## src/rtl/stream_mux_pkg.sv

```systemverilog
// Shared helpers for the stream_mux slice: index-width calculation used by
// the mux top and its round-robin arbiter.
package stream_mux_pkg;

  localparam int unsigned MAX_CHANNELS = 64;

  // Index width for n channels, never less than one bit.
  function automatic int unsigned clog2_min1(input int unsigned n);
    int unsigned w;
    w = 1;
    while ((32'd1 << w) < n) w++;
    return w;
  endfunction

endpackage

```

## src/rtl/stream_mux_rr.sv

```systemverilog
// Combinational round-robin search: the first set req bit starting at ptr,
// wrapping past CHANNELS-1 back to 0.
module rr_arbiter
  import stream_mux_pkg::*;
#(
  parameter  int unsigned CHANNELS = 16,
  localparam int unsigned SEL_W    = clog2_min1(CHANNELS)
) (
  input  logic [CHANNELS-1:0] req,
  input  logic [SEL_W-1:0]    ptr,
  output logic                hit,
  output logic [SEL_W-1:0]    idx
);

  always_comb begin
    int unsigned c;
    c   = '0;
    hit = 1'b0;
    idx = '0;
    for (int unsigned k = 0; k < CHANNELS; k++) begin
      c = 32'(ptr) + k;
      if (c >= CHANNELS) c = c - CHANNELS;
      if (!hit && req[c[SEL_W-1:0]]) begin
        hit = 1'b1;
        idx = c[SEL_W-1:0];
      end
    end
  end

endmodule

```

## src/rtl/stream_mux.sv

```systemverilog
// M-channel valid/ready stream mux with round-robin or forced selection and a
// single registered output stage. Optional packet lock: STREAM_MUX_PKT_LOCK_EN.
module stream_mux
  import stream_mux_pkg::*;
#(
  parameter  int unsigned N        = 8,
  parameter  int unsigned CHANNELS = 16,
  localparam int unsigned SEL_W    = clog2_min1(CHANNELS)
) (
  input  logic                  clk,
  input  logic                  rst_n,
  input  logic [CHANNELS*N-1:0] in_data,
  input  logic [CHANNELS-1:0]   in_valid,
  input  logic [CHANNELS-1:0]   in_last,
  output logic [CHANNELS-1:0]   in_ready,
  input  logic                  force_en,
  input  logic [SEL_W-1:0]      force_sel,
  output logic [N-1:0]          out_data,
  output logic                  out_valid,
  output logic                  out_last,
  output logic [SEL_W-1:0]      out_chan,
  input  logic                  out_ready
);

  typedef struct packed {
    logic             hit;
    logic [SEL_W-1:0] idx;
  } grant_t;

  logic [N-1:0]        chan_data [CHANNELS];
  logic [CHANNELS-1:0] frc_req;
  grant_t              rr_g, frc_g, grant;
  logic                rr_mode, can_load, accept;

  logic [N-1:0]     out_data_q,  out_data_d;
  logic             out_valid_q, out_valid_d;
  logic             out_last_q,  out_last_d;
  logic [SEL_W-1:0] out_chan_q,  out_chan_d;
  logic [SEL_W-1:0] rr_ptr_q,    rr_ptr_d;

  for (genvar i = 0; i < CHANNELS; i++) begin : g_slice
    assign chan_data[i] = in_data[i*N +: N];
  end

  // Forced path reuses the arbiter with a single-bit request mask.
  always_comb begin
    frc_req = '0;
    if (32'(force_sel) < CHANNELS) frc_req[force_sel] = in_valid[force_sel];
  end

  rr_arbiter #(.CHANNELS(CHANNELS)) u_rr (
    .req (in_valid),
    .ptr (rr_ptr_q),
    .hit (rr_g.hit),
    .idx (rr_g.idx)
  );

  rr_arbiter #(.CHANNELS(CHANNELS)) u_frc (
    .req (frc_req),
    .ptr ('0),
    .hit (frc_g.hit),
    .idx (frc_g.idx)
  );

`ifdef STREAM_MUX_PKT_LOCK_EN
  logic             lock_q,      lock_d;
  logic [SEL_W-1:0] lock_chan_q, lock_chan_d;

  always_comb begin
    grant = rr_g;
    if (lock_q) begin
      grant.hit = in_valid[lock_chan_q];
      grant.idx = lock_chan_q;
    end else if (force_en) begin
      grant = frc_g;
    end
  end

  assign rr_mode = lock_q | !force_en;

  always_comb begin
    lock_d      = lock_q;
    lock_chan_d = lock_chan_q;
    if (accept) begin
      lock_d      = !in_last[grant.idx];
      lock_chan_d = grant.idx;
    end
  end

  always_ff @(posedge clk or negedge rst_n) begin
    if (!rst_n) begin
      lock_q      <= 1'b0;
      lock_chan_q <= '0;
    end else begin
      lock_q      <= lock_d;
      lock_chan_q <= lock_chan_d;
    end
  end
`else
  assign grant   = force_en ? frc_g : rr_g;
  assign rr_mode = !force_en;
`endif

  // Ready is suppressed while reset is held so no producer sees a handshake.
  always_comb begin
    can_load = !out_valid_q || out_ready;
    accept   = rst_n && can_load && grant.hit;
    in_ready = accept ? (CHANNELS'(1) << grant.idx) : '0;
  end

  always_comb begin
    out_data_d  = out_data_q;
    out_valid_d = out_valid_q;
    out_last_d  = out_last_q;
    out_chan_d  = out_chan_q;
    rr_ptr_d    = rr_ptr_q;
    if (accept) begin
      out_data_d  = chan_data[grant.idx];
      out_last_d  = in_last[grant.idx];
      out_chan_d  = grant.idx;
      out_valid_d = 1'b1;
      if (rr_mode) rr_ptr_d = (32'(grant.idx) == CHANNELS - 1) ? '0 : grant.idx + 1'b1;
    end else if (out_ready) begin
      out_valid_d = 1'b0;
    end
  end

  always_ff @(posedge clk or negedge rst_n) begin
    if (!rst_n) begin
      out_data_q  <= '0;
      out_valid_q <= 1'b0;
      out_last_q  <= 1'b0;
      out_chan_q  <= '0;
      rr_ptr_q    <= '0;
    end else begin
      out_data_q  <= out_data_d;
      out_valid_q <= out_valid_d;
      out_last_q  <= out_last_d;
      out_chan_q  <= out_chan_d;
      rr_ptr_q    <= rr_ptr_d;
    end
  end

  assign out_data  = out_data_q;
  assign out_valid = out_valid_q;
  assign out_last  = out_last_q;
  assign out_chan  = out_chan_q;

endmodule
```

## config.mk

```make
export PLATFORM = sky130hd
export DESIGN_NAME = stream_mux
export DESIGN_NICKNAME = d
export VERILOG_FILES = /design/src/rtl/stream_mux_pkg.sv /design/src/rtl/stream_mux_rr.sv /design/src/rtl/stream_mux.sv
export SDC_FILE = /design/constraint.sdc
export NUM_CORES = 1
export LEC_CHECK = 0
export BUFFER_PORTS_ARGS = -buffer_cell sky130_fd_sc_hd__buf_2
export CAP_MARGIN = 40
export CORE_ASPECT_RATIO = 1.4
export CORE_UTILIZATION = 45
export CTS_BUF_LIST = sky130_fd_sc_hd__clkbuf_4
export CTS_CLUSTER_DIAMETER = 150
export DETAILED_ROUTE_END_ITERATION = 10
export MAX_ROUTING_LAYER = met4
export PLACE_DENSITY = 0.85
export SETUP_SLACK_MARGIN = 0.4
export SLEW_MARGIN = 20
export SYNTH_ARGS = -nofsm -noshare
export SYNTH_HDL_FRONTEND = slang
export SYNTH_SLANG_ARGS = --single-unit
```

## constraint.sdc

```tcl
create_clock -name clk -period 22.4 [get_ports clk]
set_input_delay 6.72 -clock clk [delete_from_list [all_inputs] [get_ports clk]]
set_output_delay 6.72 -clock clk [all_outputs]
set_load 0.01 [all_outputs]
```

======== Word-level counts from Yosys, hierarchy flattened ========
Cells that the tools add are included.
cells by class
  shift-type cells ........................ 1
  equality and inequality tests ........... 1
  add/sub/neg operators ................... 32
  muxes and demuxes ....................... 125
  bitwise logic cells ..................... 3
  reductions and logical operators ........ 67
  $lt $le $gt $ge ......................... 36
operator list
  kind                                                                count
  2-to-1 mux 4 bit                                                    41
  less-than comparator 4 x 5 -> 1 bit (second input constant)         18
  greater-or-equal comparator 5 bit (second input constant)           16
  binary-select mux 1 bit (select 4 bit)                              18
  subtractor 4 x 1 -> 4 bit (second input constant)                   16
  2-to-1 mux 1 bit                                                    54
  adder 4 x 4 -> 5 bit (second input constant)                        8
  logical AND 1 bit                                                   33
  binary-select mux 8 bit (select 4 bit)                              1
  zero test 1 bit                                                     31
  adder 4 x 3 -> 5 bit (second input constant)                        4
  bitwise AND 16 bit                                                  1
  2-to-1 mux 16 bit                                                   1
  2-to-1 mux 8 bit                                                    2
  left shift 1 x 4 -> 16 bit (first input constant)                   1
  2-to-1 mux 3 bit                                                    4
  adder 4 x 2 -> 5 bit (second input constant)                        2
  adder 4 x 1 -> 5 bit (second input constant)                        1
  greater-or-equal comparator 4 x 5 -> 1 bit (second input constant)  1
  2-to-1 mux 5 bit                                                    1
  NOT 4 -> 5 bit                                                      1
  adder 4 x 1 -> 4 bit (second input constant)                        1
  demux 1 bit (select 4 bit)                                          1
  == test 4 bit (second input constant)                               1
  other kinds (6)                                                     7
word-level totals
  output and inout port bits .............. 30
  logic and storage cells ................. 270
  bits of input ports ..................... 168
  bits in registers ....................... 18

======== Longest topological paths before layout ========
  depth after elaboration ................. 56
  depth in mapped cells ................... 23
  depth with buffers taken out ............ 15

======== Modules after synthesis ========
From an unflattened synthesis, not the netlist that was laid out.
second synthesis, totals
  cells, all modules ...................... 812
  area, all modules ....................... 7,243.2 um^2
by module, submodules not included
  module      area each (um^2)  cells each  seq. area each (um^2)  instances
  rr_arbiter  2,472.4           280         0.0                    2
  stream_mux  2,298.5           252         450.4                  1

======== Worst setup path before layout ========
Ideal clock, no wire load.
  kind .................................... input port to output port
  from .................................... input in_valid[3]
  to ...................................... output in_ready[6]
  arrival ................................. 10,576 ps
  cell stages on the path ................. 12
  data required time ...................... 15,680 ps
  slack ................................... 5,104 ps
  path buffers ............................ 1
  cell sequence ........................... mux2_2 > mux4_2 > a222oi_1 > nand3_1 > nor3_4 > nand3_1 > o21ai_0 > o31a_1 > buf_1 > ha_1 > or3b_2 > nor2b_1
RTL lines
  what             line              text
  start, declared  stream_mux.sv:13  input logic [CHANNELS-1:0] in_valid,
  end, declared    stream_mux.sv:15  output logic [CHANNELS-1:0] in_ready,

======== Worst setup path after layout ========
  from .................................... input in_valid[7]
  to ...................................... output in_ready[6]
between the ends
  word-level cells in the longest chain between the ends .. 52
ends and longest elaborated chain
  what                                                             line                                  text
  binary-select mux 1 bit (select 4 bit)                           stream_mux.sv:48                      if (32'(force_sel) < CHANNELS) frc_req[force_sel] = in_valid[force_sel];
  2-to-1 mux 1 bit (not written as such)                           stream_mux.sv:48
  bitwise AND 16 bit (no line)                                     n/a
  2-to-1 mux 1 bit                                                 stream_mux_rr.sv:23                   if (!hit && req[c[SEL_W-1:0]]) begin
  zero test 1 bit                                                  stream_mux_rr.sv:23
  logical AND 1 bit                                                stream_mux_rr.sv:23
  2-to-1 mux 1 bit                                                 stream_mux_rr.sv:23
  zero test 1 bit                                                  stream_mux_rr.sv:23
  [... 36 more ...]                                                n/a
  logical AND 1 bit                                                stream_mux_rr.sv:23
  2-to-1 mux 1 bit                                                 stream_mux_rr.sv:23
  zero test 1 bit                                                  stream_mux_rr.sv:23
  logical AND 1 bit                                                stream_mux_rr.sv:23
  2-to-1 mux 4 bit or 2-to-1 mux 1 bit (tied branches)             stream_mux_rr.sv:23
  2-to-1 mux 5 bit *                                               stream_mux.sv:100                     assign grant = force_en ? frc_g : rr_g;
  left shift 1 x 4 -> 16 bit or logical AND 1 bit (tied branches)  stream_mux.sv:108, stream_mux.sv:107
  2-to-1 mux 16 bit *                                              stream_mux.sv:108                     in_ready = accept ? (CHANNELS'(1) << grant.idx) : '0;
Every way passes the cells marked *; elsewhere a longest branch is shown, timed or not. The select of a mux whose other input is x is not followed.

==> results.txt <==
TritonCTS built the clock tree. The horizontal die dimension came out at just over 90 um. The normalized max-slew margin came out at a little over two fifths.

The clock latency reported for the late side of the worst-skew pair came out at approximately 0.30 ns. In the layout the commonest cells are buf_2 (198), mux2i_1 (87), nand2_1 (41), o21ai_0 (33), mux4_2 (30). The top cell type by area accounts for between 10% and 20% of the synthesized area. The number of nets in the synthesized netlist came out at ~770. The final critical-path required period came out at between 15 and 20 ns. The worst supply voltage drop on vdd is about 0.000085 V. The power after layout came out at ~1.1 mW. The post-route fraction of the period consumed by the critical path came out at 82.2%. Sorting the synthesized cells by area gives the leading types as mux2i_1 (18%), mux4_2 (14%), dfrtp_1 (9.1%). The first routing iteration left 674 violations. The number of gates resized after CTS was 0. The y dimension of the die came out at roughly 130 um. The maximum number of pins on one net before global-route repair is 54. The measured slew at the worst slew-check pin is 0.855 ns. The area of the die came out at between 0.01 and 0.015 sq mm. Along the worst hold path, the cell count comes to 2. In this run the number of H-tree levels came out at 1. 0 antenna diodes ended up in the layout. Buffers inserted to repair hold after CTS numbered 0. The unique cell type count in the Yosys netlist came out at between 60 and 70. After clock tree synthesis, the clock-pin slew on the worst setup and hold paths is around 0.1 ns. The initial antenna violation count was 0. The count of pins over their slew limit is 0. The initialized floorplan defines 44 standard-cell rows. The nature of the critical path endpoint is an output port. The total negative slack is 0 ns.

The worst path required time is approximately 16 ns. The number of global-route vias before repair came out at ~5300. The leading cell type in the layout, fill and taps excluded is buf_2.

The synthesized instance count came out at 587. The routability congestion estimate from global placement is between 1 and 1.5. In this run the post-CTS setup repair buffer count came out at 0. The warning count from the yosys run is 0. The clock buffer count from CTS came out at 3. The root buffer cell chosen for the clock tree is clkbuf_4. Among all flip-flop cells after synthesis, the most frequent one is dfrtp_1. The number of buffers added on ports came out at 197. In this run the worst hold path is classified as register to register. The dominant delay contributor by cell family on the critical path is buffers and inverters. STA classifies the critical path startpoint as an input port. Dividing the detail-routed via count by the number of cells gives around 6.4. Across the routed clock network, the largest skew measured is 0.00124 ns. The maximum fanout count along the critical path is 53. The HPWL after detailed placement is ~15 mm. The starting density of the core is a little under half. The total number of cells along the worst setup path is 15. The share of synthesized area occupied by flip-flops and latches is 9.11%. Derived from the worst setup path, the maximum achievable clock frequency is 54.3 MHz. Once detail routing completed, the nets flagged for antenna violations numbered 0. The most used cell along the critical path is buf_2. The buffering stage count on the worst path with inverters included is 5. Of all flip-flops after synthesis, the portion carrying an async set or reset was 100%. The number of optimization iterations in the first detailed-route pass is 5. The path type of the worst setup path is input port to output port.

The depth of the most critical reg-to-reg path came out at 17. Counting flops with a built-in enable in the synthesized netlist gives 0. The mapped cell area is about 0.0049 sq mm.

On the final layout, the worst hold slack is 0.511 ns. The setup-violating endpoint count in the final report came out at 0. The total overflow reported by the global router came out at 0.

The average instance in the mapped netlist occupies ~8.4 sq um. The critical path data arrival time came out at 11.69 ns. The clock sink count came out at 18. The post-layout net count is between 900 and 1000.

On the critical path, the stage with the largest delay is an instance of mux2i_1. The first global-routing pass estimated 28.5 mm of wire. The aggregate routed wire length is ~18 mm. The flip-flop and latch count after synthesis is 18. The flow ran to the end, and the final reports show no timing, DRC or antenna violations. The final number of hold-violating endpoints is 0.

The largest stage delay on the critical path came out at slightly below 0.6 ns. The I/O pin total is around 200. The final route contains about 5800 vias. Setup repair after global routing left no endpoint under its margin. The number of remaining DRC errors came out at 0.

For this design the ratio of total power to cell area is roughly 190 mW/mm^2. The post-route netlist has roughly 37% of its cells at a drive strength greater than 1. The deepest clock path buffer count is 2. The leakage power is 2.79 nW.

The core area came out at between 0.01 and 0.015 sq mm. From synthesis to final layout, the design area changed by 22.0%. The routed length per instance is 20.5 um.

For this run, the total global-route usage over all layers was measured as roughly a third. The max-capacitance violation count came out at 0. The dominant cell type by area after synthesis is mux2i_1.

The signal on the critical path passes through buf_2, mux2_2, mux4_2, mux2i_1, nand3b_1, nor3_4, a21bo_2, a221oi_4, buf_4, buf_16, clkinv_1, ha_1, or3b_2, nor2b_1, buf_2.
[area by class of cell]
class / count / area [sq um]
repair buffers: 210 / 1110
inverters: 21 / 78.8
well taps: 138 / 173
clock inverters: 1 / 3.75
clock buffers: 3 / 22.5
fillers: 963 / 4490
multi-input cells: 508 / 4190
flip-flops and latches: 18 / 450
[layer usage]
layer  GRT usage (%)  vias up  part of all wire [%]
met5               -        -                     0
met4            15.4        0                   5.7
met3            4.05       79                   9.8
met2            52.6      426                    48
met1            40.2     2633                    37
li1                -     2620                     -
[power by group]
| group | internal [mW] | switching (mW) |
|---|---|---|
| sequential | 0.0475 | 0.0199 |
| combinational | 0.431 | 0.624 |
| clock | 0.00650 | 0.0102 |
| total | 0.485 | 0.654 |
[cells in the mapped netlist, types with 12 or more instances]
library cell and n:
ha_1 12, a211oi_1 20, o211ai_1 14, a21oi_1 25
dfrtp_1 18, inv_1 16, and2_1 28, mux2i_1 87
nor2_1 26, mux2_2 28, mux4_2 30, nand3_1 25
clkbuf_1 19, nand2_1 41, o21ai_0 33
[kinds of logic after synthesis]
family,count (synthesis),share of synthesized area [%]
flops,18,9.11
compound gates,159,22.6
xor+xnor,10,1.77
fa+ha+maj,12,3.04
buf+inv,61,6.15
mux,145,37.7
simple gates,182,19.7
[final timing paths]
| check | startpoint | to | slack (ns) |
|---|---|---|---|
| min in group asynchronous | rst_n | out_data[6] | 6.34 |
| hold reg to reg | out_data[6] | out_data[6] | 0.51 |
| setup / recovery | in_valid[7] | in_ready[6] | 3.99 |
| setup reg to reg | rr_ptr_q[1] | out_data[6] | 15.26 |
| max in group asynchronous | rst_n | out_data[2] | 15.77 |
| hold / removal | out_data[6] | out_data[6] | 0.51 |
[worst register-to-register path, delay by kind of cell (launching register included)]
kind / cells / cell delay, ns
buffers and inverters: 6 / 2.30
adder cells (fa/ha/maj): 1 / 0.65
AO/OA/AOI/OAI: 4 / 1.28
AND/OR/NAND/NOR: 3 / 0.95
flip-flops: 1 / 0.33
multiplexers: 3 / 1.51
[state kept, by name, summed over array words and instances (netlist names)]
| signal | count |
|---|---|
| out_last | 1 |
| rr_ptr_q | 4 |
| out_data | 8 |
| out_chan | 4 |
| out_valid | 1 |
[stage by stage]
stage	setup slack [ns]	instances	area (sq um)	util, %
after floorplan	5.10	587	4940	-
after global placement	3.81	891	5940	56.5
after detailed placement	4.06	893	5980	56.8
after CTS	4.06	897	6000	57.1
after global routing	3.69	899	6030	57.3
final	3.99	899	6030	57.3
No activity file was read; power rests on OpenSTA's default activity.
